<file path="config.mk">
export PLATFORM = sky130hd
export DESIGN_NAME = ram_port_master
export DESIGN_NICKNAME = d
export VERILOG_FILES = /design/src/rtl/ram_master_pkg.sv /design/src/rtl/ram_rsp_fifo.sv /design/src/rtl/ram_port_master.sv
export SDC_FILE = /design/constraint.sdc
export NUM_CORES = 1
export LEC_CHECK = 0
export ABC_AREA = 1
export CAP_MARGIN = 30
export CORE_UTILIZATION = 45
export CTS_BUF_LIST = sky130_fd_sc_hd__clkbuf_4 sky130_fd_sc_hd__clkbuf_8 sky130_fd_sc_hd__clkbuf_16
export DETAILED_ROUTE_END_ITERATION = 8
export PLACE_DENSITY = 0.83
export SYNTH_ARGS = -nofsm -noshare
export SYNTH_HDL_FRONTEND = slang
export SYNTH_SLANG_ARGS = --single-unit
export TNS_END_PERCENT = 30
</file>
<file path="constraint.sdc">
create_clock -name clk -period 2 [get_ports clk]
set_clock_uncertainty 0.05 [all_clocks]
set_input_delay 0.6 -clock clk [delete_from_list [all_inputs] [get_ports clk]]
set_output_delay 0.6 -clock clk [all_outputs]
set_load 0.01 [all_outputs]
</file>
<file path="src/rtl/ram_master_pkg.sv">
// Shared types and sizing helpers for the RAM port master and its response buffer.
package ram_master_pkg;

    typedef enum logic {
        IDLE,
        RD
    } state_t;

    localparam int INFLIGHT_W = 2;

    function automatic int ptr_width(input int depth);
        return (depth <= 2) ? 1 : $clog2(depth);
    endfunction

endpackage

</file>
<file path="src/rtl/ram_rsp_fifo.sv">
// Show-ahead response buffer: head entry is visible on rdata whenever not empty.
module ram_rsp_fifo
    import ram_master_pkg::*;
#(
    parameter int WIDTH = 17,
    parameter int DEPTH = 4,
    localparam int PW   = ptr_width(DEPTH)
) (
    input  logic             clk,
    input  logic             rst_n,
    input  logic             push,
    input  logic [WIDTH-1:0] wdata,
    input  logic             pop,
    output logic [WIDTH-1:0] rdata,
    output logic [PW:0]      count,
    output logic             full,
    output logic             empty
);

    logic [WIDTH-1:0] mem [DEPTH];
    logic [PW-1:0]    wr_ptr;
    logic [PW-1:0]    rd_ptr;
    logic             do_push;
    logic             do_pop;

    assign full    = (count == (PW+1)'(DEPTH));
    assign empty   = (count == '0);
    assign do_pop  = pop && !empty;
    assign do_push = push && (!full || do_pop);
    assign rdata   = mem[rd_ptr];

    always_ff @(posedge clk or negedge rst_n) begin
        if (!rst_n) begin
            wr_ptr <= '0;
            rd_ptr <= '0;
            count  <= '0;
        end else begin
            if (do_push) wr_ptr <= wr_ptr + 1'b1;
            if (do_pop)  rd_ptr <= rd_ptr + 1'b1;
            case ({do_push, do_pop})
                2'b10:   count <= count + 1'b1;
                2'b01:   count <= count - 1'b1;
                default: count <= count;
            endcase
        end
    end

    // Storage carries data only, so it is left out of reset.
    always_ff @(posedge clk) begin
        if (do_push) mem[wr_ptr] <= wdata;
    end

endmodule

</file>
<file path="src/rtl/ram_port_master.sv">
// Requester for one synchronous RAM port: single writes, credit-limited burst reads,
// read data returned over a buffered valid/ready stream.
module ram_port_master
    import ram_master_pkg::*;
#(
    parameter int DATA_WIDTH = 16,
    parameter int ADDR_WIDTH = 16,
    parameter int LEN_WIDTH  = 8,
    parameter int FIFO_DEPTH = 4
) (
    input  logic                  clk,
    input  logic                  rst_n,
    input  logic                  cmd_valid,
    output logic                  cmd_ready,
    input  logic                  cmd_we,
    input  logic [ADDR_WIDTH-1:0] cmd_addr,
    input  logic [LEN_WIDTH-1:0]  cmd_len,
    input  logic [DATA_WIDTH-1:0] cmd_wdata,
    output logic                  rsp_valid,
    input  logic                  rsp_ready,
    output logic [DATA_WIDTH-1:0] rsp_data,
    output logic                  rsp_last,
    output logic                  busy,
    output logic                  ram_wren,
    output logic [ADDR_WIDTH-1:0] ram_address,
    output logic [DATA_WIDTH-1:0] ram_data,
    input  logic [DATA_WIDTH-1:0] ram_q
);

    localparam int PW = ptr_width(FIFO_DEPTH);

    state_t                  state;
    logic [ADDR_WIDTH-1:0]   rd_addr;
    logic [LEN_WIDTH-1:0]    beats_left;
    logic                    vld_p0, vld_p1;
    logic                    last_p0, last_p1;
    logic [INFLIGHT_W-1:0]   inflight;
    logic [PW+1:0]           credit_used;
    logic [PW:0]             fifo_count;
    logic                    fifo_full, fifo_empty;
    logic [DATA_WIDTH:0]     fifo_head;
    logic                    accept, can_issue, issue, issue_last;
    logic [ADDR_WIDTH-1:0]   issue_addr;

    assign inflight    = {1'b0, vld_p0} + {1'b0, vld_p1};
    assign credit_used = {1'b0, fifo_count} + {{PW{1'b0}}, inflight};
    // Every issued read owns a buffer slot, so captured data always has a home.
    assign can_issue   = !fifo_full && (credit_used < (PW+2)'(FIFO_DEPTH));
    assign cmd_ready   = rst_n && (state == IDLE);
    assign accept      = cmd_valid && cmd_ready;

    always_comb begin
        issue      = 1'b0;
        issue_addr = rd_addr;
        issue_last = (beats_left == '0);
        if (state == IDLE) begin
            issue      = accept && !cmd_we && can_issue;
            issue_addr = cmd_addr;
            issue_last = (cmd_len == '0);
        end else begin
            issue      = can_issue;
        end
    end

    // Stage p0: address on the port; p1: RAM has sampled it, ram_q valid next edge.
    always_ff @(posedge clk or negedge rst_n) begin
        if (!rst_n) begin
            state       <= IDLE;
            rd_addr     <= '0;
            beats_left  <= '0;
            ram_wren    <= 1'b0;
            ram_address <= '0;
            ram_data    <= '0;
            vld_p0      <= 1'b0;
            vld_p1      <= 1'b0;
        end else begin
            ram_wren <= 1'b0;
            vld_p0   <= issue;
            vld_p1   <= vld_p0;
            if (issue) ram_address <= issue_addr;
            case (state)
                IDLE: begin
                    if (accept && cmd_we) begin
                        ram_wren    <= 1'b1;
                        ram_address <= cmd_addr;
                        ram_data    <= cmd_wdata;
                    end else if (accept) begin
                        if (!issue) begin
                            state      <= RD;
                            rd_addr    <= cmd_addr;
                            beats_left <= cmd_len;
                        end else if (!issue_last) begin
                            state      <= RD;
                            rd_addr    <= cmd_addr + 1'b1;
                            beats_left <= cmd_len - 1'b1;
                        end
                    end
                end
                RD: begin
                    if (issue) begin
                        if (beats_left == '0) begin
                            state <= IDLE;
                        end else begin
                            rd_addr    <= rd_addr + 1'b1;
                            beats_left <= beats_left - 1'b1;
                        end
                    end
                end
                default: state <= IDLE;
            endcase
        end
    end

    always_ff @(posedge clk) begin
        last_p0 <= issue_last;
        last_p1 <= last_p0;
    end

    // Stage p2: capture ram_q into the response buffer.
    ram_rsp_fifo #(
        .WIDTH (DATA_WIDTH + 1),
        .DEPTH (FIFO_DEPTH)
    ) u_fifo (
        .clk   (clk),
        .rst_n (rst_n),
        .push  (vld_p1),
        .wdata ({last_p1, ram_q}),
        .pop   (rsp_ready),
        .rdata (fifo_head),
        .count (fifo_count),
        .full  (fifo_full),
        .empty (fifo_empty)
    );

    assign rsp_valid = !fifo_empty;
    assign rsp_data  = fifo_empty ? '0 : fifo_head[DATA_WIDTH-1:0];
    assign rsp_last  = !fifo_empty && fifo_head[DATA_WIDTH];
    assign busy      = (state != IDLE) || vld_p0 || vld_p1 || !fifo_empty;

endmodule

</file>
==> metrics.md <==
| Metric | Value |
|---|---|
| Outcome | finished with violations |
| Failing checks | negative setup slack |
| Pwr Density | 1608 nW/µm² |
| Net Count, Synth | 939 |
| Met2 wire len | 10.04 mm |
| Count leader, synth | nand2_1 |
| Clock sinks | 137 |
| Worst-Skew Late Latency | 0.43 ns |
| Die area | 16,600 µm² |
| Vias per std cell | 5.323 |
| GP Congestion | 0.9027 |
| P&R area growth vs syn | 38.39% |
| 1st-iter DRT viols | 691 |
| Htree depth | 4 |
| Final worst slack | -0.3656 ns |
| Critical Path Source Type | flip-flop |
| Yosys warning total | 0 |
| Buffers added on ports | 113 |
| Highest routed layer | met4 |
| WP data arrival | 1.72 ns |
| Flops & latches, synth | 137 |
| Tcrit/Tclk final | 118.3% |
| Leakage | 4.668 nW |
| Top_reg_cell synth | edfxtp_1 |
| First-pass GRT wire length | 32.57 mm |
| Initial Util | 46.93% |
| CTS Buf Count | 17 |
| Die Y | 128.8 µm |
| DRT antenna net count | 0 |
| Synth cell count leaders | nand2_1, nor2_1, edfxtp_1 |
| Fin nets | 1,119 |
| Area after DPL | 9107 µm² |
| Wire per inst | 16.25 µm |
| Core area | 15,430 µm² |
| Final instance area | 10,020 µm² |
| Final Core Density | 64.94% |
| CTS tree | built |
| Register area share after synthesis | 51.92% |
| Largest net degree at the start of global routing | 68 |
| EDFF count, synth | 68 |
| Final Setup Violations | 18 |
| DP Worst Slack | -0.3564 ns |
| Share of layout cells above drive strength 1 | 19.36% |
| Max Fanout on Critical Path | 6 |
| Hold Fails Final Rpt | 0 |
| RSZ-0062 raised after global routing | true |
| GRT Util Overall | 25.48% |
| Yosys cell types | 44 |
| GRT overflow | 0 |
| Vias in the first global route | 6,620 |
| Post-synthesis average cell area | 8.360 µm² |
| Fin. max-slew vios | 0 |
| Post-Syn Area | 7239 µm² |
| DP Wirelength | 13.14 mm |
| Worst EP required | 1.35 ns |
| Synth top area cells | edfxtp_1, dfrtp_1, nand2_1, nor2_1, o21ai_0 |
| Antenna violations before repair | 1 |
| I/O pins | 114 |
| Routed length on met3 | 1.978 mm |
| Met1 Wirelength | 8.105 mm |
| Area leader, netlist | edfxtp_1 |
| Hold Crit Class | reg2reg |
| Routed WL | 20.65 mm |
| TNS Setup | -5.172 ns |
| Asr flop ratio synth | 48.91% |
| Row cnt | 45 |
| Slew margin rel. | 41.93% |
| CP Capture Type | primary output |
| Post-synth top area share | 28.21% |
| Router iterations before antenna repair | 8 |
| CTS Buffer Depth | 2 |
| Worst vdd ir | 0.0008425 V |
| Via count | 6,766 |
| Max-cap violations | 0 |
| Root Buffer | clkbuf_16 |
| Synthesized instance count | 866 |
| Fmax achieved | 422.7 MHz |
| Worst slew pin tran | 0.8711 ns |
| Die X | 128.8 µm |
| Critical path class | reg2out |
| Reg clk slew, reported paths | 0.07 ns |
| Crit path time final | 2.366 ns |
| DRC viols | 0 |
[layer usage]
layer  vias to the layer above  GRT usage [%]
met5                         -              0
met4                         0          9.343
met3                        53          6.944
met2                       397          43.69
met1                      3127          30.72
li1                       3189              -
[repair_timing]
action | in CTS | in global routing
setup endpoints to repair | 38 | 73
hold buffers | 0 | 0
setup buffers | 4 | 5
resized for setup | 124 | 66
cloned | 4 | 2
pin swaps | 12 | 25
[worst max-delay path: stages (launching register included)]
cell and delay, ns:
dfrtp_2 0.44, buf_12 0.14, buf_16 0.12, nor2_4 0.03, nor2_1 0.09, o21ai_1 0.10, a21oi_1 0.20, buf_2 0.16
[final timing paths]
| check | endpoint | slack [ns] | depth (start not counted) | startpoint |
|---|---|---|---|---|
| worst max-delay path | rsp_data[5] | -0.37 | 7 | u_fifo.rd_ptr[0] |
| worst min-delay path | last_p1 | 0.29 | 0 | last_p0 |
| worst max register to register | rd_addr[9] | 0.01 | 14 | u_fifo.count[0] |
| worst min register to register | last_p1 | 0.29 | 0 | last_p0 |
| max in group asynchronous | state | 0.95 | 2 | rst_n |
| min in group asynchronous | beats_left[7] | 0.36 | 2 | rst_n |
[through the flow]
step                      cells  hold WS (ns)  total power [mW]
final                      1271        0.2947             16.11
after global routing       1270        0.2986             17.16
after CTS                  1265        0.2959             15.60
after detailed placement   1225        0.2731             12.29
after global placement     1225        0.2692             12.01
after floorplan             866        0.2544             9.186
[registers in the layout (all words and copies together) (netlist names), 2 cells and up]
signal / flops
beats_left: 8
ram_address: 16
rd_addr: 16
ram_data: 16
u_fifo.count: 3
u_fifo.wr_ptr: 2
u_fifo.rd_ptr: 2
u_fifo.mem: 68
[cell families (layout without fill, tap and decap cells)]
| kind of cell | count (synthesis) | after routing | share of synthesized area (%) |
|---|---|---|---|
| adders and majority gates | 12 | 12 | 2.178 |
| xor gates and xnor gates | 26 | 26 | 3.145 |
| AOI/OAI and AO/OA | 127 | 127 | 10.13 |
| buffers and inverters | 98 | 291 | 6.256 |
| DFF | 137 | 137 | 51.92 |
| other | 0 | 1 | 0 |
| and+or+nand+nor | 466 | 466 | 26.37 |
[placed cells by master (no fill, tap or decap), drive strengths merged, types with 11 or more instances in the layout]
cell type	instances
edfxtp	68
dlymetal6s2s	20
nor2	137
a21oi	36
xor2	16
nand3	38
clkbuf	19
nand2	278
ha	11
o21ai	71
dlygate4sd2	11
dfrtp	67
inv	69
buf	102
clkdlybuf4s50	62
[where the power goes]
group | leakage, nW | internal, mW | switching, mW
clock network | 0.281 | 1.76 | 1.33
registers | 1.46 | 3.94 | 0.739
logic | 2.93 | 3.59 | 4.75
total | 4.67 | 9.29 | 6.81
[layout make-up]
type / instances / area (µm²)
fillers: 1186 / 5409
flip-flops and latches: 137 / 3761
multi-input cells: 631 / 3168
repair buffers: 197 / 1989
clock buffers: 17 / 425.4
well taps: 211 / 264.0
inverters: 62 / 250.2
clock inverters: 15 / 157.7
diodes: 1 / 2.502
(Power assumes the default switching activity.)
